==> src/rtl/key_event_controller.sv <==
// key_event_controller: turns debounced key levels into a single round-robin
// stream of PRESS / RELEASE / LONG events with valid/ready and overflow flag.
module key_event_controller #(
  parameter int N_KEYS      = 4,
  parameter int KEY_W       = 2,
  parameter int LONG_CYCLES = 25_000_000,
  parameter int CNT_W       = 25
) (
  input  logic              clock_50,
  input  logic              reset_key,
  input  logic [N_KEYS-1:0] key_level,
  output logic              evt_valid,
  input  logic              evt_ready,
  output logic [KEY_W-1:0]  evt_key,
  output logic [1:0]        evt_type,
  output logic              overflow,
  input  logic              clear_ovf
);
  typedef enum logic [1:0] {S_UP, S_DOWN, S_LONG} state_t;
  localparam logic [1:0] PRESS = 2'd0, RELEASE = 2'd1, LONG_EV = 2'd2;
  localparam logic [CNT_W-1:0] LAST = CNT_W'(LONG_CYCLES - 1);
  state_t            state_q [N_KEYS];
  state_t            state_d [N_KEYS];
  logic [CNT_W-1:0]  cnt_q [N_KEYS];
  logic [CNT_W-1:0]  cnt_d [N_KEYS];
  logic [1:0]        new_t [N_KEYS];
  logic [1:0]        slot_t [N_KEYS];
  logic [1:0]        slot_t_d [N_KEYS];
  logic [N_KEYS-1:0] prev_level, rise, fall, new_v, slot_v, slot_v_d, gnt;
  logic [KEY_W-1:0]  ptr, gnt_key;
  logic              gnt_any, load, drop;

  assign rise = key_level & ~prev_level;
  assign fall = ~key_level & prev_level;
  assign load = !evt_valid || evt_ready;

  // Search starts at the round-robin pointer and wraps once around all keys.
  always_comb begin
    gnt_any = 1'b0;
    gnt_key = '0;
    gnt     = '0;
    for (int j = 0; j < N_KEYS; j++)
      if (!gnt_any && slot_v[(int'(ptr) + j) % N_KEYS]) begin
        gnt_any = 1'b1;
        gnt_key = KEY_W'((int'(ptr) + j) % N_KEYS);
      end
    if (load && gnt_any) gnt[gnt_key] = 1'b1;
  end

  always_comb begin
    drop = 1'b0;
    for (int i = 0; i < N_KEYS; i++) begin
      state_d[i]  = state_q[i];
      cnt_d[i]    = cnt_q[i];
      new_v[i]    = 1'b0;
      new_t[i]    = PRESS;
      slot_v_d[i] = slot_v[i] & ~gnt[i];
      slot_t_d[i] = slot_t[i];
      if (rise[i]) begin
        state_d[i] = S_DOWN;
        cnt_d[i]   = '0;
        new_v[i]   = 1'b1;
      end else if (fall[i]) begin
        state_d[i] = S_UP;
        new_v[i]   = 1'b1;
        new_t[i]   = RELEASE;
      end else if (state_q[i] == S_DOWN && key_level[i]) begin
        if (cnt_q[i] == LAST) begin
          state_d[i] = S_LONG;
          new_v[i]   = 1'b1;
          new_t[i]   = LONG_EV;
        end else
          cnt_d[i] = cnt_q[i] + 1'b1;
      end
      // A slot freed by this cycle's grant may take the new event.
      if (new_v[i]) begin
        if (slot_v[i] && !gnt[i])
          drop = 1'b1;
        else begin
          slot_v_d[i] = 1'b1;
          slot_t_d[i] = new_t[i];
        end
      end
    end
  end

  always_ff @(posedge clock_50 or posedge reset_key)
    if (reset_key) begin
      prev_level <= '0;
      slot_v     <= '0;
      ptr        <= '0;
      evt_valid  <= 1'b0;
      evt_key    <= '0;
      evt_type   <= PRESS;
      overflow   <= 1'b0;
      for (int i = 0; i < N_KEYS; i++) begin
        state_q[i] <= S_UP;
        cnt_q[i]   <= '0;
        slot_t[i]  <= PRESS;
      end
    end else begin
      prev_level <= key_level;
      slot_v     <= slot_v_d;
      overflow   <= drop || (overflow && !clear_ovf);
      for (int i = 0; i < N_KEYS; i++) begin
        state_q[i] <= state_d[i];
        cnt_q[i]   <= cnt_d[i];
        slot_t[i]  <= slot_t_d[i];
      end
      if (load) begin
        evt_valid <= gnt_any;
        if (gnt_any) begin
          evt_key  <= gnt_key;
          evt_type <= slot_t[gnt_key];
          ptr      <= (gnt_key == KEY_W'(N_KEYS - 1)) ? '0 : gnt_key + 1'b1;
        end
      end
    end
endmodule

==> config.mk <==
export PLATFORM = sky130hd
export DESIGN_NAME = key_event_controller
export DESIGN_NICKNAME = d
export VERILOG_FILES = /design/src/rtl/key_event_controller.sv
export SDC_FILE = /design/constraint.sdc
export NUM_CORES = 1
export LEC_CHECK = 0
export CORE_UTILIZATION = 45
export CTS_CLUSTER_SIZE = 28
export DETAILED_ROUTE_END_ITERATION = 10
export MAX_ROUTING_LAYER = met4
export SLEW_MARGIN = 10
export SYNTH_ARGS = -nofsm -noshare
export SYNTH_HDL_FRONTEND = slang
export SYNTH_SLANG_ARGS = --single-unit
==> constraint.sdc <==
create_clock -name clock_50 -period 10.6 [get_ports clock_50]
set_input_delay 2.65 -clock clock_50 [delete_from_list [all_inputs] [get_ports clock_50]]
set_output_delay 2.65 -clock clock_50 [all_outputs]
set_load 0.02 [all_outputs]
After elaboration in Yosys (flattened, before gate mapping)
Index checks and enable logic that the tools add are counted.
Widths: inputs -> output; s select.
Storage, ports and cells
  bits in registers: 132
  bits of input ports: 8
  output and inout bits: 6
  logic and storage cells: 230
Cells by class
  add/sub/neg operators: 8
  order comparisons: 7
  equal/unequal tests: 17
  muxes and demuxes: 106
  bitwise logic cells: 20
  reduce and logical (&&, ||, !) cells: 53
Operator list (count)
  $mux 25: 16
  $add 25x1->25 const B: 4
  $eq 25x25->1 const B: 4
  $mux 2: 39
  $mux 1: 44
  $reduce_bool 3->1: 8
  $reduce_and 2->1: 9
  $ne 2x2->1 const B: 8
  $logic_and 1x1->1: 14
  $lt 3x4->1 const B: 3
  $reduce_and 3->1: 4
  $logic_not 1->1: 9
  $and 4x4->4: 2
  $bmux 1 s2: 4
  $eq 2x1->1 const B: 4
  $not 1->1: 8
  $not 4->4: 2
  $reduce_bool 2->1: 4
  $lt 2x3->1 const B: 2
  $reduce_or 2->1: 3
  $add 2x1->2 const B: 2
  $add 2x2->2 const B: 2
  $and 1x1->1: 4
  $bmux 2 s2: 1
  8 further kinds: 11

Depth between registers and ports, before layout
  word-level depth: 30
  gate-level depth with buffers: 10
  gate-level depth less buffers: 10

Worst setup path before layout
No wires, ideal clock.
  kind: input to register
  start point: input key_level[0]
  end point: register cnt_q[95] (netlist name)
  arrival: 4.230 ns
  data required time: 10.461 ns
  setup slack: 6.232 ns
  stages: 8
  path buffers: 1
  cells stage by stage: ha_1 -> buf_2 -> clkinv_1 -> a2111o_1 -> nor4_2 -> nand3_1 -> xor2_1 -> nor2_1
On the way
  longest elaborated chain between the ends: 4
  elaborated cells between the ends (all ways): 9
  classes of those cells: eq/ne: 2; mux: 1; bitwise: 3; reduce/logical: 3
RTL lines
  start, declared: RTL line 11  | input logic [N_KEYS-1:0] key_level,
  $not 4->4: RTL line 34  | assign fall = ~key_level & prev_level;
  $and 4x4->4: RTL line 34
  $ne 2x2->1 (no line)
  $reduce_and 3->1 (no line)
  end signal, assigned by index: RTL line 107  | cnt_q[i] <= cnt_d[i];
  end, declared: RTL line 24  | logic [CNT_W-1:0] cnt_q [N_KEYS];
Parallel ways exist; a longest one is shown, timed or not.
A chain may end at the register's enable or synchronous reset.

Worst setup path after layout
  start point: input key_level[2]
  end point: register cnt_q[48] (netlist name)
On the way
  elaborated cells between the ends (all ways): 9
  classes of those cells: eq/ne: 2; mux: 1; bitwise: 3; reduce/logical: 3
RTL lines
  $and 4x4->4 *: RTL line 33  | assign rise = key_level & ~prev_level;
  net rise[2]: RTL line 29  | logic [N_KEYS-1:0] prev_level, rise, fall, new_v, slot_v, slot_v_d, gnt;
  $ne 2x2->1 (no line) / $reduce_bool 2->1 (equally long branches)
  $reduce_and 3->1 (no line)
The timed path passes the listed nets; every way through them passes the cells marked *.

==> metrics.md <==
| Metric | Value |
|---|---|
| Distinct cells, synth | 69 |
| FF-to-FF End | cnt_q[48] |
| Root cell of the clock tree | clkbuf_16 |
| Final WL | 14,860 um |
| Arrival time worst endpoint | between 5 and 6 ns |
| Worst-path maximum fanout | 16 |
| Layout cells sized above 1 | 6.818% |
| Slowest stage delay, CP | 0.67 ns |
| FF-to-FF setup slack | between 7 and 8 ns |
| Drt via density | 5.597 |
| DRC viols | 0 |
| Global Route Usage Sum | 20.26% |
| Reg2reg path depth | 7 |
| EDFF count, synth | 0 |
| Mapped cell area | 7047 um^2 |
| TritonCTS clock tree | done |
| Critical path origin | key_level[2] |
| I/O Buffers | 13 |
| Initial DRC count | roughly 430 |
| Worst hold stages | 1 |
| Most frequent cells in the layout | dfrtp_1 (132), nor2_1 (92), nand2_1 (84) |
| Wirelength per Cell | around 15 um |
| RSZ-0062 raised after global routing | no |
| # fillers | 1,381 |
| Fin crit share | 47.99% |
| Initial Utilization | 46.18% |
| Tightest Hold Check Type | reg -> reg |
| Clock skew | 0.01152 ns |
| Post-detail-place hpwl | a little over 10,000 um |
| Reg clk slew, reported paths | around 0.060 ns |
| GRT Residual Overflow | 0 |
| Commonest non-fill, non-tap cell in the layout | dfrtp_1 |
| First-pass GRT wire length | roughly 25,000 um |
| H-Tree Depth | 4 |
| CTS resizes | 0 |
| Register area share after synthesis | 46.88% |
| Syn Nets | between 700 and 800 |
| Highest clock rate | 0.1966 GHz |
| Vias in the first global route | 5,464 |
| Antenna violations before repair | 0 |
| Total of max-cap violations | 0 |
| Final Slew Violations | 0 |
| Yosys warns | 0 |
| Worst path required time | 10.93 ns |
| Longest Clk Path Bufs | 2 |
| Max transition margin | roughly 33% |
| WHS Endpoint | cnt_q[5] |
| Clk Latency, worst-skew pair | ~0.43 ns |
| CP max stage cell | a2111oi_0 |
| Row cnt | 45 |
| Core Box Area | 15,260 um^2 |
| CP Cell Sequence | clkdlybuf4s50_1 > ha_1 > inv_1 > a2111oi_0 > nand2_1 > or4_1 > a21oi_1 |
| Vias post-DR | ~5,600 |
| Final net count | 800 |
| Final Hold Viols | 0 |
| ANT cells | 0 |
| Postcts setup bufs | 0 |
| Status | finished, final reports clean |
| Routability congestion estimate | 0.8461 |
| Final ANT Viol Nets | 0 |
| Hold-fix buffers, CTS | 0 |
| Die width | 127.1 um |
| Clock sink count | ~130 |
| Area Overhead vs Synth | 14.86% |
| Prevailing post-synth register cell | dfrtp_1 |
| I/O pin cnt | 14 |
| Worst VDD drop | 0.0001448 V |
| Post-synthesis async set-or-reset flop share | 100.0% |
| Drt pass-1 iters | 5 |
| CTS Buf Count | 17 |
| Die H | 127.1 um |
| Setup crit end kind | flip-flop |
| Min-delay src | cnt_q[5] |
| Fin Setup TNS | 0 ns |
| Startpoint types | input port |
| Post-layout min period | 5.087 ns |
| P_leak | ~3.5 nW |
| Worst slew pin tran | between 0.9 and 1 ns |
| Die area | 16,160 um^2 |
| Fin util | around 53% |
| Syn Area/Cell | around 9 um^2 |
| Reg-to-Reg Start | prev_level[2] |
| Largest net degree at the start of global routing | 82 |
| Yosys reg bits | 132 |
| Setup violators final | 0 |
| Setup CP Type | in -> reg |
| Mapped Cells | ~770 |
| P per Cell Area | 191.9 nW/um^2 |
## power by group
group | switching [mW] | leakage [nW] | internal [mW]
combinational | 0.140 | 1.37 | 0.0969
clock | 0.219 | 0.343 | 0.495
sequential | 0.0497 | 1.76 | 0.552
total | 0.409 | 3.47 | 1.14
## area by class of cell
type	count	area, um^2	share of cell area [%]
inverters	29	111.4	1.376
well taps	211	264.0	3.262
clock buffers	19	442.9	5.472
clock inverters	13	277.8	3.432
multi-input cells	584	3550	43.86
repair buffers	15	145.1	1.793
flip-flops and latches	132	3303	40.81
## sequential cells by signal (all words and copies together), names as in the netlist
signal      count
cnt_q         100
evt_key         2
evt_type        2
evt_valid       1
overflow        1
prev_level      4
ptr             2
slot_t          8
slot_v          4
state_q         8
## metal layers
| metal | vias to the layer above | GRT usage, % | part of all wire (%) |
|---|---|---|---|
| li1 | 2784 | - | - |
| met1 | 2739 | 25.63 | 49 |
| met2 | 74 | 32.16 | 47 |
| met3 | 17 | 4.858 | 3.0 |
| met4 | 0 | 6.513 | 1.3 |
| met5 | - | - | 0 |
## cell families after synthesis
| kind of cell | after synthesis | share of synthesized area, % |
|---|---|---|
| and+or+nand+nor | 358 | 25.78 |
| DFF | 132 | 46.88 |
| AOI/OAI and AO/OA | 148 | 13.78 |
| muxes | 15 | 2.255 |
| buffers and inverters | 52 | 2.788 |
| xor gates and xnor gates | 50 | 6.214 |
| adders and majority gates | 13 | 2.308 |
## through the flow
step | worst slack, ns | std cells | hold slack (ns) | power (mW) | area, um^2
2_1_floorplan | 4.424 | 768 | 0.4377 | 0.7761 | 7047
3_3_place_gp | 5.335 | 971 | 0.4631 | 0.8384 | 7371
3_5_place_dp | 5.129 | 971 | 0.4702 | 0.8467 | 7371
4_1_cts | 5.562 | 1003 | 0.4820 | 1.569 | 8092
5_1_grt | 5.227 | 1003 | 0.4989 | 1.631 | 8094
6_report | 5.513 | 1003 | 0.4792 | 1.553 | 8094
## Yosys cell counts, drive strengths merged (8+ instances only)
master | n | area (um^2)
nor4b | 8 | 70.07
o31ai | 9 | 67.56
xor2 | 36 | 315.3
and3 | 11 | 70.07
mux2i | 11 | 110.1
o21ai | 47 | 235.2
nand2 | 84 | 315.3
nand3 | 44 | 220.2
and4 | 9 | 78.83
nor4 | 12 | 87.58
clkbuf | 20 | 75.07
inv | 28 | 105.1
or3 | 14 | 87.58
nand4 | 22 | 137.6
and2 | 9 | 56.31
a31oi | 8 | 50.05
ha | 13 | 162.7
nor2 | 93 | 349.1
xnor2 | 14 | 122.6
nor3 | 21 | 116.4
a21oi | 33 | 165.2
dfrtp | 132 | 3303
## worst max-delay path: cells and delay by family
kind	cells	cell delay, ns
buf+inv	2	0.79
compound gates	2	0.83
fa+ha+maj	1	0.51
simple gates	2	0.64
## how the worst max path moves through the flow
| stage | end | slack (ns) | cells past startpoint |
|---|---|---|---|
| after floorplan | cnt_q[0] | 4.42 | 1 |
| after global placement | cnt_q[48] | 5.33 | 7 |
| after detailed placement | cnt_q[48] | 5.13 | 7 |
| after CTS | cnt_q[48] | 5.56 | 7 |
| after global routing | cnt_q[48] | 5.23 | 7 |
| final | cnt_q[48] | 5.51 | 7 |
Note: power is estimated with default switching activity, not from simulation.
